==> src/rtl/data_mem_arb_pkg.sv <==
// ---------------------------------------------------------------------------
// data_mem_arb_pkg
// Shared definitions for the data-memory arbiter:
//   arb_state_t  - sequencing states of the arbiter FSM
//   PORT_IF      - owner index of the instruction-fetch port
//   PORT_LS      - owner index of the load/store port
//   ALIGN_MASK   - byte-offset bits that must be zero for a 64-bit access
// ---------------------------------------------------------------------------
package data_mem_arb_pkg;

  typedef enum logic [1:0] {
    IDLE    = 2'd0,
    ACCESS  = 2'd1,
    CAPTURE = 2'd2,
    RESP    = 2'd3
  } arb_state_t;

  localparam logic PORT_IF = 1'b0;
  localparam logic PORT_LS = 1'b1;

  localparam logic [2:0] ALIGN_MASK = 3'b111;

endpackage

==> src/rtl/data_mem_arbiter_rr_arb2.sv <==
// ---------------------------------------------------------------------------
// rr_arb2
// Two-request round-robin grant logic, purely combinational. The priority
// register lives in the parent; this block only resolves one cycle's grant.
//   req  [1:0] in  request vector (bit 0 = fetch, bit 1 = load/store)
//   prio       in  port index preferred when both request
//   gnt  [1:0] out one-hot grant, or zero when nobody requests
// ---------------------------------------------------------------------------
module rr_arb2 (
  input  logic [1:0] req,
  input  logic       prio,
  output logic [1:0] gnt
);

  // A sole requester always wins; prio only breaks a tie.
  always_comb begin
    gnt = req;
    if (req == 2'b11) begin
      gnt = prio ? 2'b10 : 2'b01;
    end
  end

endmodule

==> src/rtl/data_mem_arbiter.sv <==
// ---------------------------------------------------------------------------
// data_mem_arbiter
// Shares one single-port synchronous 64-bit data memory between the
// instruction-fetch port (read-only) and the load/store port. One request is
// in flight at a time; the memory strobe lasts exactly one cycle and the read
// data is captured the cycle after it.
//   clk, reset            clock and asynchronous active-low reset
//   if_req_*  / if_rsp_*  fetch request / response handshakes
//   ls_req_*  / ls_rsp_*  load/store request / response handshakes
//   mem_addr, mem_wdata   word index and write data to the memory
//   mem_read, mem_write   one-cycle strobes, never both high
//   mem_rdata             read data, valid the cycle after mem_read
// ---------------------------------------------------------------------------
module data_mem_arbiter
  import data_mem_arb_pkg::*;
#(
  parameter int ADDR_W = 64,
  parameter int DATA_W = 64,
  parameter int MEM_AW = 16
) (
  input  logic              clk,
  input  logic              reset,
  input  logic              if_req_valid,
  output logic              if_req_ready,
  input  logic [ADDR_W-1:0] if_req_addr,
  output logic              if_rsp_valid,
  input  logic              if_rsp_ready,
  output logic [DATA_W-1:0] if_rsp_data,
  output logic              if_rsp_err,
  input  logic              ls_req_valid,
  output logic              ls_req_ready,
  input  logic [ADDR_W-1:0] ls_req_addr,
  input  logic              ls_req_we,
  input  logic [DATA_W-1:0] ls_req_wdata,
  output logic              ls_rsp_valid,
  input  logic              ls_rsp_ready,
  output logic [DATA_W-1:0] ls_rsp_data,
  output logic              ls_rsp_err,
  output logic [MEM_AW-1:0] mem_addr,
  output logic [DATA_W-1:0] mem_wdata,
  output logic              mem_read,
  output logic              mem_write,
  input  logic [DATA_W-1:0] mem_rdata
);

  arb_state_t        state_q;
  logic              prio_q;
  logic              owner_q;
  logic              we_q;
  logic [MEM_AW-1:0] addr_q;
  logic [DATA_W-1:0] wdata_q;
  logic [DATA_W-1:0] rsp_data_q;
  logic              rsp_err_q;

  logic [1:0]        gnt;
  logic              idle;
  logic              accept;
  logic              sel_ls;
  logic [ADDR_W-1:0] sel_addr;
  logic              sel_we;
  logic              misaligned;
  logic              rsp_done;
  logic              addr_hi_unused;

  rr_arb2 u_rr_arb2 (
    .req  ({ls_req_valid, if_req_valid}),
    .prio (prio_q),
    .gnt  (gnt)
  );

  // Request side: the winner is chosen and accepted in the same IDLE cycle.
  assign idle       = (state_q == IDLE);
  assign accept     = idle && (gnt != 2'b00);
  assign sel_ls     = gnt[1];
  assign sel_addr   = sel_ls ? ls_req_addr : if_req_addr;
  assign sel_we     = sel_ls && ls_req_we;
  assign misaligned = |(sel_addr[2:0] & ALIGN_MASK);

  // Address bits above the memory's word range are intentionally ignored.
  assign addr_hi_unused = ^sel_addr[ADDR_W-1:MEM_AW+3];

  // Ready is also gated by reset so no handshake can complete while held.
  assign if_req_ready = reset && idle && gnt[0];
  assign ls_req_ready = reset && idle && gnt[1];

  assign rsp_done = (state_q == RESP) &&
                    ((owner_q == PORT_LS) ? ls_rsp_ready : if_rsp_ready);

  // Sequencing FSM. The response register is cleared on accept so stores and
  // misaligned requests return zero data; only CAPTURE loads memory data.
  always_ff @(posedge clk or negedge reset) begin
    if (!reset) begin
      state_q    <= IDLE;
      prio_q     <= PORT_IF;
      owner_q    <= PORT_IF;
      we_q       <= 1'b0;
      addr_q     <= '0;
      wdata_q    <= '0;
      rsp_data_q <= '0;
      rsp_err_q  <= 1'b0;
    end else begin
      case (state_q)
        IDLE: begin
          if (accept) begin
            owner_q    <= sel_ls;
            addr_q     <= sel_addr[MEM_AW+2:3];
            we_q       <= sel_we;
            wdata_q    <= sel_we ? ls_req_wdata : '0;
            rsp_data_q <= '0;
            rsp_err_q  <= misaligned;
            state_q    <= misaligned ? RESP : ACCESS;
          end
        end
        ACCESS: begin
          state_q <= we_q ? RESP : CAPTURE;
        end
        CAPTURE: begin
          rsp_data_q <= mem_rdata;
          state_q    <= RESP;
        end
        RESP: begin
          if (rsp_done) begin
            state_q <= IDLE;
            prio_q  <= ~owner_q;
          end
        end
        default: begin
          state_q <= IDLE;
        end
      endcase
    end
  end

  // Strobes come straight from state so they fall the instant reset asserts.
  assign mem_addr  = addr_q;
  assign mem_wdata = wdata_q;
  assign mem_read  = (state_q == ACCESS) && !we_q;
  assign mem_write = (state_q == ACCESS) && we_q;

  // Only the owning port sees its response; the other port stays quiet.
  assign if_rsp_valid = (state_q == RESP) && (owner_q == PORT_IF);
  assign ls_rsp_valid = (state_q == RESP) && (owner_q == PORT_LS);
  assign if_rsp_data  = if_rsp_valid ? rsp_data_q : '0;
  assign ls_rsp_data  = ls_rsp_valid ? rsp_data_q : '0;
  assign if_rsp_err   = if_rsp_valid && rsp_err_q;
  assign ls_rsp_err   = ls_rsp_valid && rsp_err_q;

endmodule

==> config.mk <==
export PLATFORM = sky130hd
export DESIGN_NAME = data_mem_arbiter
export DESIGN_NICKNAME = d
export VERILOG_FILES = /design/src/rtl/data_mem_arb_pkg.sv /design/src/rtl/data_mem_arbiter_rr_arb2.sv /design/src/rtl/data_mem_arbiter.sv
export SDC_FILE = /design/constraint.sdc
export NUM_CORES = 1
export LEC_CHECK = 0
export BUFFER_PORTS_ARGS = -buffer_cell sky130_fd_sc_hd__buf_2
export CAP_MARGIN = 40
export CORE_AREA = 2 2 185 187
export CTS_CLUSTER_SIZE = 8
export DETAILED_ROUTE_END_ITERATION = 8
export DIE_AREA = 0 0 187 189
export GPL_ROUTABILITY_DRIVEN = 0
export HOLD_SLACK_MARGIN = 0.15
export SYNTH_ARGS = -nofsm -noshare
export SYNTH_HDL_FRONTEND = slang
export SYNTH_HIERARCHICAL = 1
export SYNTH_SLANG_ARGS = --single-unit
==> constraint.sdc <==
create_clock -name clk -period 2.2 [get_ports clk]
set_input_delay 0.33 -clock clk [delete_from_list [all_inputs] [get_ports clk]]
set_output_delay 0.33 -clock clk [all_outputs]
set_load 0.05 [all_outputs]
==> metrics <==
outcome complete, no violations; final hold vios 0; Critical Path Start Type flop; Initial Utilization 19.6%; Routed WL 25800 um; reg2reg setup slack 0.12 ns; Critical Path, Cell by Cell ha_4, and2b_4, buf_12, and2_1, buf_6; antenna violations before repair 0; CP endpoint kind output pin; commonest non-fill, non-tap cell in the layout buf_2; Die Ht 189 um; clk_lat worst skew 0.42 ns; synthesized area 6530 sq um; Static Leak 6.24 nW; hold path endpoint mem_wdata[19]; skew final 0.0124 ns; Yosys reg bits 150; mux contribution to synthesized area 2.76%; Warnings, synthesis 6; io pins 479; Core Util, Final 34.9%; First-pass DRT Iterations 4; power after layout 0.0175 W; Die X 187 um; Slew HR 69.4%; Slowest cell on crit path dfrtp_1; unrepaired setup endpoints after global routing yes; Clock Tree Root clkbuf_16; largest family of logic cells by synthesized area compound AO/OA/AOI/OAI gates; Top Metal Used met4; Synth Area in Adders 0.766%; DRC errors left 0; leading cell types in the layout, fill and taps excluded buf_2 (320), dfrtp_1 (149), a22o_1 (129), dlygate4sd3_1 (127), and3_1 (67); Slew @ Worst Pin 0.459 ns; Synth Area in Compound Gates 19.8%; Clk pin slew, worst setup/hold paths 0.07 ns; synthesis-to-layout area growth 77.7%; # port buffers 388; Tcrit/Tclk final 97.5%; TritonCTS clock tree done; Post-Synth XOR/XNOR Area 0%; Crit Path Max Fanout 17; DR vias 6566; met2 routed WL 12600 um; Worst EP arrival 1.81 ns; CP required 1.87 ns; register area share after synthesis 57.5%; Setup Slack @ Placement 0.294 ns; setup violators final 0; first-pass GRT wire length 38300 um; worst r2r path cells 7; hold_sp ls_req_wdata[19]; critical path class flop to output pin; nets 1322; vias in the first global route 6783; Core ar. 33300 sq um; final worst slack 0.0555 ns; First DRT Iteration DRCs 224; Synth Area in Simple Gates 15.2%; Antenna Nets Post-Route 0; die area 35300 sq um; Cells after DPL 1349; Syn Nets 819; PwrDens 1510 nW/um^2; met3 wire length 1880 um; Via density 4.33; htree depth 4; largest stage delay on the critical path 0.41 ns; clock period minus worst slack 2.14 ns; Overall Global Routing Usage 13.9%; clk buf depth 2; CTS Sinks 150; fin. max-slew vios 0; DRT met1 WL 10500 um; Avg Cell Area, Syn 11.8 sq um; VDD IR-drop max 1030 uV; Synth Instances 552; Layout Cells excl Fill 1517; largest net degree at the start of global routing 82; GRT Residual Overflow 0; R2R Path Start state_q[0]; Critical R2R Capture rsp_data_q[23]; share of post-route cells with drive strength above 1 45.3%; Worst Setup SP state_q[0]; fmax 0.466 GHz; post-DP HPWL 15500 um; Min-Delay Path Class input pin to flop; WHS Path Cells 2; max cap viols 0; number of distinct library cells after synthesis 29; TritonCTS Buffers 17; num rows 67; Routed wire per std cell 17.0 um
## cell usage after synthesis (all sizes together)
master / count / area share [%]
nand2: 21 / 1.2
a21oi: 2 / 0.15
dfrtp: 150 / 57
nor3b: 1 / 0.19
a211oi: 1 / 0.12
and2b: 1 / 0.12
or4: 1 / 0.17
o21bai: 1 / 0.12
o21ai: 19 / 1.5
mux2i: 18 / 2.8
ha: 4 / 0.77
and3: 68 / 6.5
inv: 3 / 0.17
nor2: 1 / 0.057
nor3: 1 / 0.077
buf: 20 / 1.8
or4b: 1 / 0.15
a22o: 129 / 17
a31oi: 1 / 0.096
a21boi: 2 / 0.23
a21o: 1 / 0.12
nor2b: 3 / 0.29
and2: 67 / 6.4
clkbuf: 35 / 2.0
a2bb2oi: 1 / 0.13
## power by group
part | switching (W) | internal (W)
clock | 0.00134 | 0.00153
combinational | 0.00669 | 0.00311
sequential | 0.000883 | 0.00400
total | 0.00891 | 0.00864
## logic make-up (layout without fill, tap and decap cells)
family	count (synthesis)	count (layout)
AO/OA/AOI/OAI	157	157
adder cells (fa/ha/maj)	4	4
buffers and inverters	58	574
flip-flops	150	150
multiplexers	18	18
other	0	1
AND/OR/NAND/NOR	165	165
## worst max path at each step
stage                      endpoint  slack, ns  cells past startpoint
floorplan           if_rsp_data[14]       0.20                      5
global placement      rsp_data_q[2]       0.34                      6
detailed placement   rsp_data_q[35]       0.29                      6
CTS                 if_rsp_data[11]      -0.03                      6
global route        if_rsp_data[15]      -0.05                      5
finish              if_rsp_data[35]       0.06                      5
## routing by layer
| metal | vias to the layer above | track usage [%] |
|---|---|---|
| met5 | - | 0 |
| met1 | 3157 | 16.2 |
| li1 | 3022 | - |
| met2 | 355 | 24.0 |
| met3 | 32 | 3.67 |
| met4 | 0 | 6.23 |
## final cells by class
cell class                 count  area (sq um)
antenna                        1          2.50
clock buffer                  18           439
clock inverter                14           133
fill                        3234         21700
inverter                       3          11.3
multi-input combinational    344          2640
sequential                   150          3750
tap                          448           561
timing repair buffer         539          4060
## registers in the layout (all words and copies together) (netlist names)
name	count
mem_addr	16
mem_wdata	64
owner_q	1
prio_q	1
rsp_data_q	64
rsp_err_q	1
state_q	2
we_q	1
## timing repair
action / in CTS / in global routing
buffers inserted: 3 / 3
endpoints found under the setup margin: 67 / 51
pin swaps: 0 / 6
hold buffers: 127 / 0
endpoints found under the hold margin: 276 / 0
gates cloned: 2 / 1
gates resized for setup: 120 / 66
## per-stage QoR
| stage | hold slack, ns | setup TNS, ns | area, sq um |
|---|---|---|---|
| 5_1_grt | 0.162 | -1.31 | 11600 |
| 4_1_cts | 0.160 | -1.02 | 11400 |
| 3_5_place_dp | 0.138 | 0 | 9080 |
| 2_1_floorplan | 0.0344 | 0 | 6530 |
| 6_report | 0.189 | 0 | 11600 |
| 3_3_place_gp | 0.137 | 0 | 9080 |
## worst max-delay path: cells and delay by family, from the launching register on
family	cells	cell delay, ns
DFF	1	0.41
adders and majority gates	1	0.18
buffers and inverters	2	0.36
and+or+nand+nor	2	0.43
(Power assumes the default switching activity.)
